## config.mk

```make
export PLATFORM = sky130hd
export DESIGN_NAME = alu_control_unit
export DESIGN_NICKNAME = d
export VERILOG_FILES = /design/src/rtl/cpu_defs_pkg.sv /design/src/rtl/cu_output_decode.sv /design/src/rtl/alu_control_unit.sv
export SDC_FILE = /design/constraint.sdc
export NUM_CORES = 1
export LEC_CHECK = 0
export ABC_AREA = 1
export ABC_CLOCK_PERIOD_IN_PS = 1700
export CAP_MARGIN = 20
export CORE_MARGIN = 2
export CORE_UTILIZATION = 32
export CTS_BUF_LIST = sky130_fd_sc_hd__clkbuf_4 sky130_fd_sc_hd__clkbuf_8
export CTS_CLUSTER_DIAMETER = 40
export DETAILED_ROUTE_END_ITERATION = 7
export MAX_ROUTING_LAYER = met4
export PLACE_DENSITY = 0.83
export SYNTH_ARGS = -nofsm -noshare
export SYNTH_HDL_FRONTEND = slang
export SYNTH_SLANG_ARGS = --single-unit
```

## constraint.sdc

```tcl
create_clock -name i_clock -period 1.7 [get_ports i_clock]
set_input_delay 0.34 -clock i_clock [delete_from_list [all_inputs] [get_ports i_clock]]
set_output_delay 0.34 -clock i_clock [all_outputs]
set_load 0.01 [all_outputs]
```

## src/rtl/cpu_defs_pkg.sv

```systemverilog
// cpu_defs_pkg: shared definitions for the hardwired control unit.
//   - opcode values (5-bit) for the instruction classes the sequencer executes
//   - sequencer state encoding (RST, T0-T6, HALT, WAIT)
//   - IR field positions
//   - control vector struct produced by cu_output_decode
//   - op_class(): groups opcodes by the execute sequence they share
package cpu_defs_pkg;

  localparam int OPC_W   = 5;
  localparam int OPC_MSB = 31;
  localparam int OPC_LSB = 27;
  localparam int RA_MSB  = 26;
  localparam int RA_LSB  = 23;
  localparam int RB_MSB  = 22;
  localparam int RB_LSB  = 19;
  localparam int RC_MSB  = 18;
  localparam int RC_LSB  = 15;

  localparam logic [OPC_W-1:0] OP_ADD  = 5'b00011;
  localparam logic [OPC_W-1:0] OP_SUB  = 5'b00100;
  localparam logic [OPC_W-1:0] OP_AND  = 5'b00101;
  localparam logic [OPC_W-1:0] OP_OR   = 5'b00110;
  localparam logic [OPC_W-1:0] OP_SHR  = 5'b00111;
  localparam logic [OPC_W-1:0] OP_SHRA = 5'b01000;
  localparam logic [OPC_W-1:0] OP_SHL  = 5'b01001;
  localparam logic [OPC_W-1:0] OP_ROR  = 5'b01010;
  localparam logic [OPC_W-1:0] OP_ROL  = 5'b01011;
  localparam logic [OPC_W-1:0] OP_MUL  = 5'b01111;
  localparam logic [OPC_W-1:0] OP_DIV  = 5'b10000;
  localparam logic [OPC_W-1:0] OP_NEG  = 5'b10001;
  localparam logic [OPC_W-1:0] OP_NOT  = 5'b10010;
  localparam logic [OPC_W-1:0] OP_NOP  = 5'b11010;
  localparam logic [OPC_W-1:0] OP_HALT = 5'b11011;

  typedef enum logic [3:0] {
    S_RST, S_T0, S_T1, S_T2, S_T3, S_T4, S_T5, S_T6, S_HALT, S_WAIT
  } state_t;

  typedef enum logic [2:0] {
    CL_NOP, CL_ALU, CL_MULDIV, CL_UNARY, CL_HALT
  } op_class_t;

  typedef struct packed {
    logic             pcout;
    logic             zhighout;
    logic             zlowout;
    logic             mdrout;
    logic             hiout;
    logic             loout;
    logic             pcin;
    logic             marin;
    logic             mdrin;
    logic             irin;
    logic             yin;
    logic             zin;
    logic             hiin;
    logic             loin;
    logic             incpc;
    logic             read;
    logic             gra;
    logic             grb;
    logic             grc;
    logic             rin;
    logic             rout;
    logic [OPC_W-1:0] alu_op;
    logic             run;
  } ctrl_t;

  // Unknown opcodes fall into CL_NOP so they retire after T3.
  function automatic op_class_t op_class(input logic [OPC_W-1:0] opc);
    case (opc)
      OP_ADD, OP_SUB, OP_AND, OP_OR, OP_SHR,
      OP_SHRA, OP_SHL, OP_ROR, OP_ROL:  return CL_ALU;
      OP_MUL, OP_DIV:                   return CL_MULDIV;
      OP_NEG, OP_NOT:                   return CL_UNARY;
      OP_HALT:                          return CL_HALT;
      default:                          return CL_NOP;
    endcase
  endfunction

endpackage

```

## src/rtl/cu_output_decode.sv

```systemverilog
// cu_output_decode: combinational Moore decode of sequencer state plus
// opcode into the full datapath control vector.
//   i_state    : current sequencer state
//   i_opcode   : IR[31:27]
//   i_t1_first : high only in the first cycle of a T1 stretch (gates PCin)
//   o_ctrl     : control strobes, alu_op and run
module cu_output_decode
  import cpu_defs_pkg::*;
(
  input  state_t           i_state,
  input  logic [OPC_W-1:0] i_opcode,
  input  logic             i_t1_first,
  output ctrl_t            o_ctrl
);

  op_class_t w_cls;

  always_comb begin
    o_ctrl     = '0;
    w_cls      = op_class(i_opcode);
    o_ctrl.run = (i_state != S_RST) && (i_state != S_HALT);
    case (i_state)
      S_T0: begin
        // alu_op stays 0 here: IncPC alone selects the increment.
        o_ctrl.pcout = 1'b1;
        o_ctrl.marin = 1'b1;
        o_ctrl.incpc = 1'b1;
        o_ctrl.zin   = 1'b1;
      end
      S_T1: begin
        o_ctrl.zlowout = 1'b1;
        o_ctrl.pcin    = i_t1_first;
        o_ctrl.read    = 1'b1;
        o_ctrl.mdrin   = 1'b1;
      end
      S_T2: begin
        o_ctrl.mdrout = 1'b1;
        o_ctrl.irin   = 1'b1;
      end
      S_T3: begin
        case (w_cls)
          CL_ALU: begin
            o_ctrl.grb  = 1'b1;
            o_ctrl.rout = 1'b1;
            o_ctrl.yin  = 1'b1;
          end
          CL_MULDIV: begin
            o_ctrl.gra  = 1'b1;
            o_ctrl.rout = 1'b1;
            o_ctrl.yin  = 1'b1;
          end
          CL_UNARY: begin
            o_ctrl.grb    = 1'b1;
            o_ctrl.rout   = 1'b1;
            o_ctrl.zin    = 1'b1;
            o_ctrl.alu_op = i_opcode;
          end
          default: ;
        endcase
      end
      S_T4: begin
        case (w_cls)
          CL_ALU: begin
            o_ctrl.grc    = 1'b1;
            o_ctrl.rout   = 1'b1;
            o_ctrl.zin    = 1'b1;
            o_ctrl.alu_op = i_opcode;
          end
          CL_MULDIV: begin
            o_ctrl.grb    = 1'b1;
            o_ctrl.rout   = 1'b1;
            o_ctrl.zin    = 1'b1;
            o_ctrl.alu_op = i_opcode;
          end
          CL_UNARY: begin
            o_ctrl.zlowout = 1'b1;
            o_ctrl.gra     = 1'b1;
            o_ctrl.rin     = 1'b1;
          end
          default: ;
        endcase
      end
      S_T5: begin
        case (w_cls)
          CL_ALU: begin
            o_ctrl.zlowout = 1'b1;
            o_ctrl.gra     = 1'b1;
            o_ctrl.rin     = 1'b1;
          end
          CL_MULDIV: begin
            o_ctrl.zlowout = 1'b1;
            o_ctrl.loin    = 1'b1;
          end
          default: ;
        endcase
      end
      S_T6: begin
        if (w_cls == CL_MULDIV) begin
          o_ctrl.zhighout = 1'b1;
          o_ctrl.hiin     = 1'b1;
        end
      end
      default: ;
    endcase
  end

endmodule

```

## src/rtl/alu_control_unit.sv

```systemverilog
// alu_control_unit: hardwired control sequencer for the datapath.
// Runs fetch (T0-T2) and execute (T3-T6) for R-format ALU/shift, mul/div,
// neg/not, nop and halt. Holds the state register, the memory-ready wait
// in T1 and the pending-stop flag; output decode lives in cu_output_decode.
//
// Optional build macro CU_SINGLE_STEP_EN: adds i_step and the WAIT state,
// which is entered at each instruction end in place of T0.
//
// Ports:
//   i_clock      system clock, rising edge
//   i_clear      synchronous active-high reset
//   i_ir         instruction register (opcode = IR[31:27])
//   i_mem_ready  memory read data valid this cycle
//   i_stop       halt request, honoured at instruction boundary
//   i_step       (CU_SINGLE_STEP_EN only) release from WAIT
//   o_*out       bus drive strobes
//   o_*in        register load strobes
//   o_incpc, o_read, o_gra/grb/grc, o_rin, o_rout
//   o_alu_op     ALU operation code
//   o_run        high while executing
//
// state | meaning
// ------+------------------------------------------------
// RST   | after Clear, all outputs 0
// T0    | PC -> MAR, PC+1 -> Z
// T1    | memory read, Z -> PC (first cycle), waits for Mem_ready
// T2    | MDR -> IR
// T3-T6 | execute steps, chosen by opcode class
// HALT  | stopped, all outputs 0, left only by Clear
// WAIT  | single-step hold until Step (CU_SINGLE_STEP_EN only)
module alu_control_unit
  import cpu_defs_pkg::*;
#(
  parameter int OPW = 5,
  parameter int IRW = 32
) (
  input  logic           i_clock,
  input  logic           i_clear,
  input  logic [IRW-1:0] i_ir,
  input  logic           i_mem_ready,
  input  logic           i_stop,
`ifdef CU_SINGLE_STEP_EN
  input  logic           i_step,
`endif
  output logic           o_pcout,
  output logic           o_zhighout,
  output logic           o_zlowout,
  output logic           o_mdrout,
  output logic           o_hiout,
  output logic           o_loout,
  output logic           o_pcin,
  output logic           o_marin,
  output logic           o_mdrin,
  output logic           o_irin,
  output logic           o_yin,
  output logic           o_zin,
  output logic           o_hiin,
  output logic           o_loin,
  output logic           o_incpc,
  output logic           o_read,
  output logic           o_gra,
  output logic           o_grb,
  output logic           o_grc,
  output logic           o_rin,
  output logic           o_rout,
  output logic [OPW-1:0] o_alu_op,
  output logic           o_run
);

  state_t           r_state;
  state_t           w_state_next;
  state_t           w_end_next;
  logic             r_stop_pend;
  logic             r_t1_prev;
  logic [OPC_W-1:0] w_opcode;
  op_class_t        w_cls;
  ctrl_t            w_ctrl;
  logic             w_unused_ir;

  assign w_opcode    = i_ir[OPC_MSB:OPC_LSB];
  assign w_cls       = op_class(w_opcode);
  assign w_unused_ir = ^i_ir[OPC_LSB-1:0];

  always_ff @(posedge i_clock) begin
    if (i_clear) begin
      r_state     <= S_RST;
      r_stop_pend <= 1'b0;
      r_t1_prev   <= 1'b0;
    end else begin
      r_state   <= w_state_next;
      // T1 is only ever entered from T0, so this marks the repeat cycles.
      r_t1_prev <= (r_state == S_T1);
      if (i_stop) r_stop_pend <= 1'b1;
    end
  end

  always_comb begin
    w_end_next = S_T0;
`ifdef CU_SINGLE_STEP_EN
    w_end_next = S_WAIT;
`endif
    if (r_stop_pend) w_end_next = S_HALT;
  end

  always_comb begin
    w_state_next = r_state;
    case (r_state)
      S_RST:  w_state_next = S_T0;
      S_T0:   w_state_next = S_T1;
      S_T1:   w_state_next = i_mem_ready ? S_T2 : S_T1;
      S_T2:   w_state_next = S_T3;
      S_T3: begin
        case (w_cls)
          CL_HALT: w_state_next = S_HALT;
          CL_NOP:  w_state_next = w_end_next;
          default: w_state_next = S_T4;
        endcase
      end
      S_T4:   w_state_next = (w_cls == CL_UNARY) ? w_end_next : S_T5;
      S_T5:   w_state_next = (w_cls == CL_MULDIV) ? S_T6 : w_end_next;
      S_T6:   w_state_next = w_end_next;
      S_HALT: w_state_next = S_HALT;
`ifdef CU_SINGLE_STEP_EN
      S_WAIT: w_state_next = i_step ? S_T0 : S_WAIT;
`endif
      default: w_state_next = S_RST;
    endcase
  end

  cu_output_decode u_decode (
    .i_state    (r_state),
    .i_opcode   (w_opcode),
    .i_t1_first (~r_t1_prev),
    .o_ctrl     (w_ctrl)
  );

  assign o_pcout    = w_ctrl.pcout;
  assign o_zhighout = w_ctrl.zhighout;
  assign o_zlowout  = w_ctrl.zlowout;
  assign o_mdrout   = w_ctrl.mdrout;
  assign o_hiout    = w_ctrl.hiout;
  assign o_loout    = w_ctrl.loout;
  assign o_pcin     = w_ctrl.pcin;
  assign o_marin    = w_ctrl.marin;
  assign o_mdrin    = w_ctrl.mdrin;
  assign o_irin     = w_ctrl.irin;
  assign o_yin      = w_ctrl.yin;
  assign o_zin      = w_ctrl.zin;
  assign o_hiin     = w_ctrl.hiin;
  assign o_loin     = w_ctrl.loin;
  assign o_incpc    = w_ctrl.incpc;
  assign o_read     = w_ctrl.read;
  assign o_gra      = w_ctrl.gra;
  assign o_grb      = w_ctrl.grb;
  assign o_grc      = w_ctrl.grc;
  assign o_rin      = w_ctrl.rin;
  assign o_rout     = w_ctrl.rout;
  assign o_alu_op   = w_ctrl.alu_op;
  assign o_run      = w_ctrl.run;

endmodule

```

[After elaboration in Yosys (flattened, before gate mapping)]
Memory sizes are Yosys's and may differ from the RTL's.
Index checks and enable logic that the tools add are counted.
Storage, ports and cells
  register bits: 6
  bits in read-only memories: 192
  bits of input ports: 36
  output and inout bits: 27
  logic and storage cells: 56
  memories: 2
Operators by class
  eq/ne operators: 15
  mux-type cells: 28
  bitwise logic cells: 1
  reduce and logical (&&, ||, !) cells: 7
Memory list
  (no name shown): words 32, bits a word 3, rd ports 1, clocked after Yosys merged registers in 0, wr ports 0, line cpu_defs_pkg.sv:71  | case (opc)
  (no name shown): words 32, bits a word 3, rd ports 1, clocked after Yosys merged registers in 0, wr ports 0, line cpu_defs_pkg.sv:71
Operators with widths (count)
  $pmux W4 S9: 1
  $eq A4 B3 Y1 const B: 4
  $mux W1: 15
  $eq A3 B2 Y1 const B: 4
  $mux W4: 3
  $pmux W6 S2: 1
  $pmux W1 S3: 3
  $eq A4 B2 Y1 const B: 2
  $pmux W4 S2: 1
  $mux W6: 1
  $mux W5: 1
  $eq A4 B1 Y1 const B: 1
  $eq A4 B4 Y1 const B: 1
  $logic_not A4 Y1: 1
  $ne A4 B4 Y1 const B: 1
  $pmux W1 S2: 2
  $reduce_bool A4 Y1: 1
  $reduce_or A2 Y1: 2
  $eq A3 B1 Y1 const B: 1
  $eq A3 B3 Y1 const B: 1
  $logic_not A3 Y1: 1
  $reduce_or A3 Y1: 1
  $logic_and A1 B1 Y1: 1
  $not A1 Y1: 1

[Depth between registers and ports, before layout]
An unclocked memory read counts as a cell.
  word-level depth: 5
  mapped depth: 11

[Hierarchy]
From an unflattened synthesis, not the netlist that was laid out.
Second synthesis, totals
  cells, all modules: 174
  area total of the unflattened synthesis: 937.1 µm²
Modules (own cells, without submodules)
  alu_control_unit: times used 1, cells each 82, area an instance 469.2 µm², seq. area each 120.1 µm²
  cu_output_decode: times used 1, cells each 92, area an instance 467.9 µm², seq. area each 0.0 µm²

[Least setup slack after synthesis]
Ideal clock, no wire load.
  path kind: input-to-output
  start point: input port i_ir[27]
  end point: output port o_gra
  data arrival time: 1.399 ns
  data required time: 1.360 ns
  slack: -0.039 ns
  stages on the path: 7
  path buffers: 0
  cells stage by stage: ha_1 -> nand3_1 -> nand2_2 -> nand2_1 -> o21ai_1 -> inv_1 -> o21ai_0
On the way
  word-level cells in the longest chain between the ends: 4
  elaborated cells between the ends (all ways): 8
RTL lines
  start: declaration: line alu_control_unit.sv:39  | input logic [IRW-1:0] i_ir,
  $mem_v2 Z32 W3 (*)
  $eq A3 B1 Y1 (tied with other cells): line cu_output_decode.sv:84  | case (w_cls)
  $mux W1 (on tied branches): line cu_output_decode.sv:84, cu_output_decode.sv:41, cu_output_decode.sv:62
  $pmux W1 S3 (*): line cu_output_decode.sv:22  | case (i_state)
  end: declaration: line alu_control_unit.sv:61  | output logic o_gra,
Every way passes the cells marked *; elsewhere a longest branch is shown, timed or not.

[Worst setup path in the final report]
  start point: input port i_ir[30]
  end point: output port o_gra
Same word-level chain as after synthesis.

==> flow_metrics.py <==
metrics = {
    "critical_path": {
        "path_buf_inv": 4,
        "max_stage_delay_ns": 0.17,
        "reg2reg_from": "r_state[3]$_SDFF_PP0_",
        "crit_slowest_cell": "buf_2",
        "start_kind": "primary input",
        "timing.critical_path.mode_cell": "nand2_4",
        "cp-end-kind": "output pin",
        "worstPathCellList": "buf_4, nor2_4, buf_6, nand3_4, nand2_4, nand2_4, o21ai_2, inv_1, o21ai_0, buf_2",
        "crit_fanout": 5,
        "critPathRequiredTime_ns": 1.36,
        "crit_family": "buffers and inverters",
        "crit_start": "i_ir[30]",
        "critPathKind": "primary input to output pin",
        "arrival_ns": 1.62,
    },
    "placed_design": {
        "io_buffers": 33,
        "pre_cts_slack_ns": -1.14,
        "gp_congestion": 0.894,
        "hpwl_um": 1930,
    },
    "die": {
        "die_h_um": 50.9,
        "coreArea_mm2": 0.00202,
        "placementRows": 16,
        "ios": 63,
        "fp.dieW_um": 50.9,
        "initial_core_util_pct": 34.8,
        "dieArea_mm2": 0.00259,
    },
    "synthesis": {
        "ys_warn_count": 0,
        "synth_area_per_cell_um2": 5.58,
        "synthSimpleGateAreaFrac_pct": 47.2,
        "synthesis.area_um2": 703,
        "ys_ff_latch": 6,
        "synth-seq-area-share_pct": 17.1,
        "synth_top_family_by_area": "simple AND/OR/NAND/NOR gates",
        "synth_adder_area_share_pct": 3.56,
        "synth_xor_area_share_pct": 0,
        "synth_compound_area_share_pct": 10.9,
        "yosys-mux-area-fraction_pct": 0,
        "synth_top_area_share_pct": 17.1,
        "ys_types": 22,
        "netlist_instances": 126,
        "netlist_top_cells_area": "dfxtp_1 (17%), nor2_1 (14%), nand2_1 (14%)",
        "yosysTopAreaCell": "dfxtp_1",
    },
    "pwr": {
        "comb_power_share_pct": 68.6,
        "sw_frac_of_total_pct": 43.7,
        "p_sw_w": 0.000472,
        "intPower_w": 0.000609,
        "power.density_mw_per_mm2": 662,
        "seq_power_share_pct": 19.7,
        "total_power_w": 0.00108,
        "power_frac_clock_pct": 11.7,
        "p_leak_nw": 0.823,
        "ir_drop_uv": 769,
    },
    "sta": {
        "skew_ns": 0.000527,
        "fin_crit_ns": 1.96,
        "slew_viol_final": 0,
        "fin_tns_setup_ns": -3.62,
        "fin_ws_ns": -0.255,
        "hold_viol": 0,
        "max_freq_mhz": 511,
        "timing.final.crit_share_pct": 115,
        "finalSetupViolCount": 23,
        "rsz0062_at_grt": "true",
    },
    "grt": {
        "globalRouteOverflowTotal": 0,
        "antenna_found_initial": 0,
        "grt_pass1_vias": 1144,
        "grt_usage_pct": 28.0,
        "grt_first_pass_wirelength_um": 5350,
        "grt_max_degree": 8,
    },
    "clock_network": {
        "cts_max_level": 1,
        "clkLatencyLatePin_ns": 0.24,
        "cts.sinks": 6,
        "numCtsBuffers": 3,
        "cts_root_buffer": "clkbuf_4",
        "clkTransAtPathRegs_ns": 0.04,
        "tritoncts": "done",
        "cts_buffer_depth": 2,
    },
    "final_layout": {
        "n_antenna_cell": 0,
        "num-nets-final": 242,
        "syn2layout_area_growth_pct": 132,
        "layout-drive-gt1-share_pct": 65.3,
        "fin_util_pct": 80.8,
    },
    "routing": {
        "viasPerCell": 5.50,
        "drt-initial-drc-count": 53,
        "drt_pass1_iterations": 4,
        "antenna_left": 0,
        "via_count": 1260,
        "wl_um": 4200,
        "drcViolationCount": 0,
        "wl_per_cell_um": 18.3,
    },
    "run": {
        "maxCapViolations": 0,
    },
    "run_status": {
        "violations": "negative setup slack",
        "status": "complete, but fails checks",
    },
    "worst_hold_path": {
        "hold_class": "register to register",
        "min-delay-start": "r_stop_pend$_SDFFE_PP0P_",
    },
}
[final timing paths]
kind / slack (ns) / depth (start not counted) / end
max reg2reg: 0.16 / 8 / r_state[0]$_SDFF_PP0_
max: -0.26 / 10 / o_gra
min: 0.60 / 2 / r_stop_pend$_SDFFE_PP0P_
min reg2reg: 0.60 / 2 / r_stop_pend$_SDFFE_PP0P_
[cell usage after synthesis]
cell,count
ha_1,2
o21bai_1,2
inv_1,24
nand2_1,26
dfxtp_1,6
buf_4,7
a21oi_4,1
a21oi_1,3
conb_1,1
inv_2,1
nor3_4,1
o21ai_1,2
nor3_2,1
nand2_2,2
nor3_1,3
nand3b_1,1
nor2_2,2
nand4_1,3
nand3_1,6
o21ai_0,4
nand3_2,1
nor2_1,27
[final cells by class]
type                    count  area (um2)
clock buffers               3        22.5
fillers                   128         388
inverters                  25        96.3
multi-input cells          89         679
flip-flops and latches      6         129
well taps                  27        33.8
repair buffers             79         673
[repair_timing]
action,CTS,global route
buffers inserted,14,5
resized for setup,168,54
hold buffers,0,0
pin swaps,23,20
endpoints found under the setup margin,29,25
[per-stage QoR]
step | cell area (um2) | cells | hold WS, ns
floorplan | 711 | 127 | 0.412
global placement | 1250 | 211 | 0.562
detailed placement | 1250 | 211 | 0.581
CTS | 1440 | 228 | 0.587
global route | 1630 | 229 | 0.645
finish | 1630 | 229 | 0.597
[power by group through the flow]
stage                     sequential (W)  combinational [W]  clock, W
after floorplan                 0.000191           0.000265         0
after global placement          0.000190           0.000572         0
after detailed placement        0.000191           0.000581         0
after CTS                       0.000195           0.000623  0.000131
after global routing            0.000215           0.000789  0.000146
final                           0.000213           0.000742  0.000127
[placed cells by master (no fill, tap or decap), types with 2 or more instances in the layout]
master           instances
buf_4                   37
o21ai_2                  2
o21ai_0                  2
clkdlybuf4s15_2          2
o21ai_1                  2
a21oi_1                  2
dfxtp_1                  3
clkdlybuf4s50_1          3
nor2_1                  14
nand3_4                  2
buf_8                    2
inv_2                    9
nor2_4                   9
inv_1                   15
nand2_4                  8
ha_4                     2
o21bai_1                 2
a21oi_4                  2
nor3_2                   2
nor3_4                   3
buf_6                   19
nand3_1                  4
nor2_2                   6
nand2_2                  4
nand4_1                  3
conb_1                   2
buf_2                   14
nand2_1                 16
dfxtp_4                  2
clkbuf_4                 3
[worst reg2reg max path, delay by kind of cell (launching register included)]
family	cells	cell delay (ns)
AND/OR/NAND/NOR	5	0.72
flip-flops	1	0.33
buffers and inverters	2	0.26
AO/OA/AOI/OAI	1	0.15
[routing by layer]
metal  global-route usage (%)  up-vias  share of wire (%)
met1                     34.2      583                 35
met3                     3.22       35                8.8
li1                         -      534                  -
met4                     8.56        0                6.4
met2                     48.7      108                 50
met5                        -        -                  0
[state kept, by name, indices dropped and copies added (netlist names)]
name	count
r_state	4
r_stop_pend	1
r_t1_prev	1
[cells by family after synthesis]
kind of cell             after synthesis
AO/OA/AOI/OAI                         12
adder cells (fa/ha/maj)                2
buffers and inverters                 32
flip-flops                             6
other                                  1
AND/OR/NAND/NOR                       73
(Power assumes the default switching activity.)
==> RTL edit: new RTL, config.mk and constraints unchanged <==
The option `CU_SINGLE_STEP_EN` is turned on by a define.
--- a/src/rtl/alu_control_unit.sv
+++ b/src/rtl/alu_control_unit.sv
@@ -28,6 +28,8 @@
 // T3-T6 | execute steps, chosen by opcode class
 // HALT  | stopped, all outputs 0, left only by Clear
 // WAIT  | single-step hold until Step (CU_SINGLE_STEP_EN only)
+`define CU_SINGLE_STEP_EN
+
 module alu_control_unit
   import cpu_defs_pkg::*;
 #(
Ports: changed (added i_step); port bits go from 63 to 64. No check against the original RTL was run, so the function may have changed too.
==> RTL edit against the unedited design <==
The run still ends with setup timing left; worst setup slack worse by 0.0072 ns; power is 41% higher; clock skew is 0.0070 ns higher; sequential cell count stayed put; area after synthesis is 6.8% higher; design area is 1.9% lower; critical path depth is 1 higher; core utilization is 8.4 points lower; non-clock buffer count is 2 higher; routed wire length is 19% lower; cell count is 3.1% higher; fmax is 0.37% lower; synthesized cell count is 3.2% higher; critical endpoint is now o_zin; highest routed layer unchanged.
==> RTL edit: results (changes against the unedited design) <==
Critical path
  • Critical Path Fanout Max: 6 (was 5)
  • Crit-path slowest cell: ha_4 (was buf_2)
  • WP data arrival: 1.62 ns (about the same)
  • Slowest stage delay, CP: 0.26 ns (was 0.17 ns)

Logic synthesis
  • Synth top cells by count: nor2_1, nand2_1, inv_1 (unchanged)
  • Synthesis warning total: 0 (unchanged)
  • Area contributors post-synth: nor2_1, dfxtp_1, nand2_1 (was dfxtp_1, nor2_1, nand2_1)
  • Yosys cell types: 24 (was 22)
  • Sequential element share of the synthesized area: 16.00% (was 17.08%)
  • Post-synth ARST share: 0% (unchanged)
  • Top FF cell, synth: dfxtp_1 (unchanged)

Global routing
  • Vias in the first global route: 1082 (was 1144)
  • Global-route wire length before repair: 4.636 mm (was 5.347 mm)
  • Pin count of the biggest net entering global routing: 7 (was 8)
  • Initial antenna violation count: 0 (unchanged)
  • Tot GR Track Use: 23.05% (was 28.04%)

Clock tree
  • Clock Path Buffers: 2 (unchanged)
  • Clk_lat worst skew: 0.25 ns
  • Worst-path clk slew: 0.04 ns (about the same)
  • Post-cts hold buffer count: 0 (unchanged)
  • # H-tree levels: 1 (unchanged)
  • CTS Root Cell: clkbuf_4 (unchanged)

Layout
  • Layout cells sized above 1: 66.35% (was 65.35%)
  • Antenna diode count: 0 (unchanged)
  • Filler cells: 151 (was 128)
  • Top Registers: r_state x4, r_stop_pend x1, r_t1_prev x1 (unchanged)
  • Nets: 249 (was 242)

Timing
  • Setup WS post-layout: -0.2625 ns (was -0.2553 ns)
  • Worst Skew: 0.007554 ns (was 0.0005267 ns)
  • Setup-failing EPs final: 19 (was 23)

Run status
  • Status: finished, violations left (unchanged)
  • Failing checks: setup timing (unchanged)

Detailed routing
  • Vias: 1182 (was 1260)
  • Routed wire per std cell: 14.51 um (was 18.35 um)
  • Initial DRC count: 37 (was 53)
  • Drt pass-1 iters: 4 (unchanged)

Place
  • Post-DP HPWL: 2.017 mm (was 1.934 mm)
  • Port Buffer Count: 34 (was 33)
  • RD Place Congestion: 0.8659 (was 0.8939)
  • Worst slack, placed: -1.038 ns (was -1.138 ns)

Power
  • VDD IR-drop max: 0.7230 mV (was 0.7687 mV)
  • Leakage: 0.8108 nW (was 0.8230 nW)
  • Sw power: 0.7004 mW (was 0.4720 mW)

Worst hold path
  • Min-Delay Path Class: reg2reg (unchanged)
-- RTL edit: changes by cell type after synthesis, sizes merged --
cell | before | now
nor2 | 29 | 40
o22ai | 0 | 1
a21oi | 4 | 3
nand2 | 28 | 26
nand3 | 7 | 11
nand3b | 1 | 0
a31oi | 0 | 1
o21bai | 2 | 0
nor3 | 5 | 1
inv | 25 | 22
-- RTL edit: worst max-delay path, delay by kind of cell --
kind                       cells  cell delay (ns)
and+or+nand+nor                4             0.34
buffers and inverters          4             0.40
adders and majority gates      1             0.26
AOI/OAI and AO/OA              2             0.26
-- RTL edit: cells by family (layout without fill, tap and decap cells) --
group,after synthesis,after routing,synth area share [%]
AND/OR/NAND/NOR,81,81,52.00
buffers and inverters,29,106,18.00
AO/OA/AOI/OAI,11,11,10.17
flip-flops,6,6,16.00
adder cells (fa/ha/maj),2,2,3.333
other,1,2,0.4995
-- RTL edit: metrics by stage --
stage / TNS, ns / instance area, um2 / total power, mW / instances
floorplan: 0 / 754.5 / 0.6857 / 131
global placement: -15.67 / 1325 / 1.171 / 219
detailed placement: -17.91 / 1325 / 1.200 / 219
CTS: -2.434 / 1459 / 1.351 / 229
global route: -4.116 / 1603 / 1.630 / 236
finish: -2.904 / 1603 / 1.526 / 236
-- RTL edit: final timing paths --
kind	start	cells past startpoint	to	slack, ns
worst max-delay path	i_ir[28]	11	o_zin	-0.26
worst min register to register	r_stop_pend	2	r_stop_pend	0.50
worst max register to register	r_state[1]	10	r_state[0]	0.18
worst min-delay path	r_stop_pend	2	r_stop_pend	0.50
-- RTL edit: metal layers --
layer	track usage, %	wire (um)	vias up
met2	43.96	1861	53
met1	25.34	1302	566
met5	-	0	-
li1	-	-	555
met3	4.571	186	8
met4	2.137	73	0
-- RTL edit: power groups by stage --
stage                     Sequential [mW]  Combinational, mW  Clock (mW)
after floorplan                     0.208              0.478           0
after global routing                0.236               1.24       0.152
after global placement              0.210              0.961           0
after detailed placement            0.210              0.990           0
after CTS                           0.210               1.00       0.138
final                               0.236               1.15       0.137
-- RTL edit: what timing repair did --
item	CTS	global route
setup endpoints to repair	28	25
endpoints found under the hold margin	0	0
pin swaps	13	18
gates resized for setup	145	54
buffers inserted	7	8
-- RTL edit: final cells by class --
class	count	area, um2	area share [%]
multi-input cells	96	693.2	43.25
repair buffers	81	636.9	39.73
flip-flops and latches	6	125.1	7.806
inverters	22	90.09	5.621
well taps	28	35.03	2.186
clock buffers	3	22.52	1.405
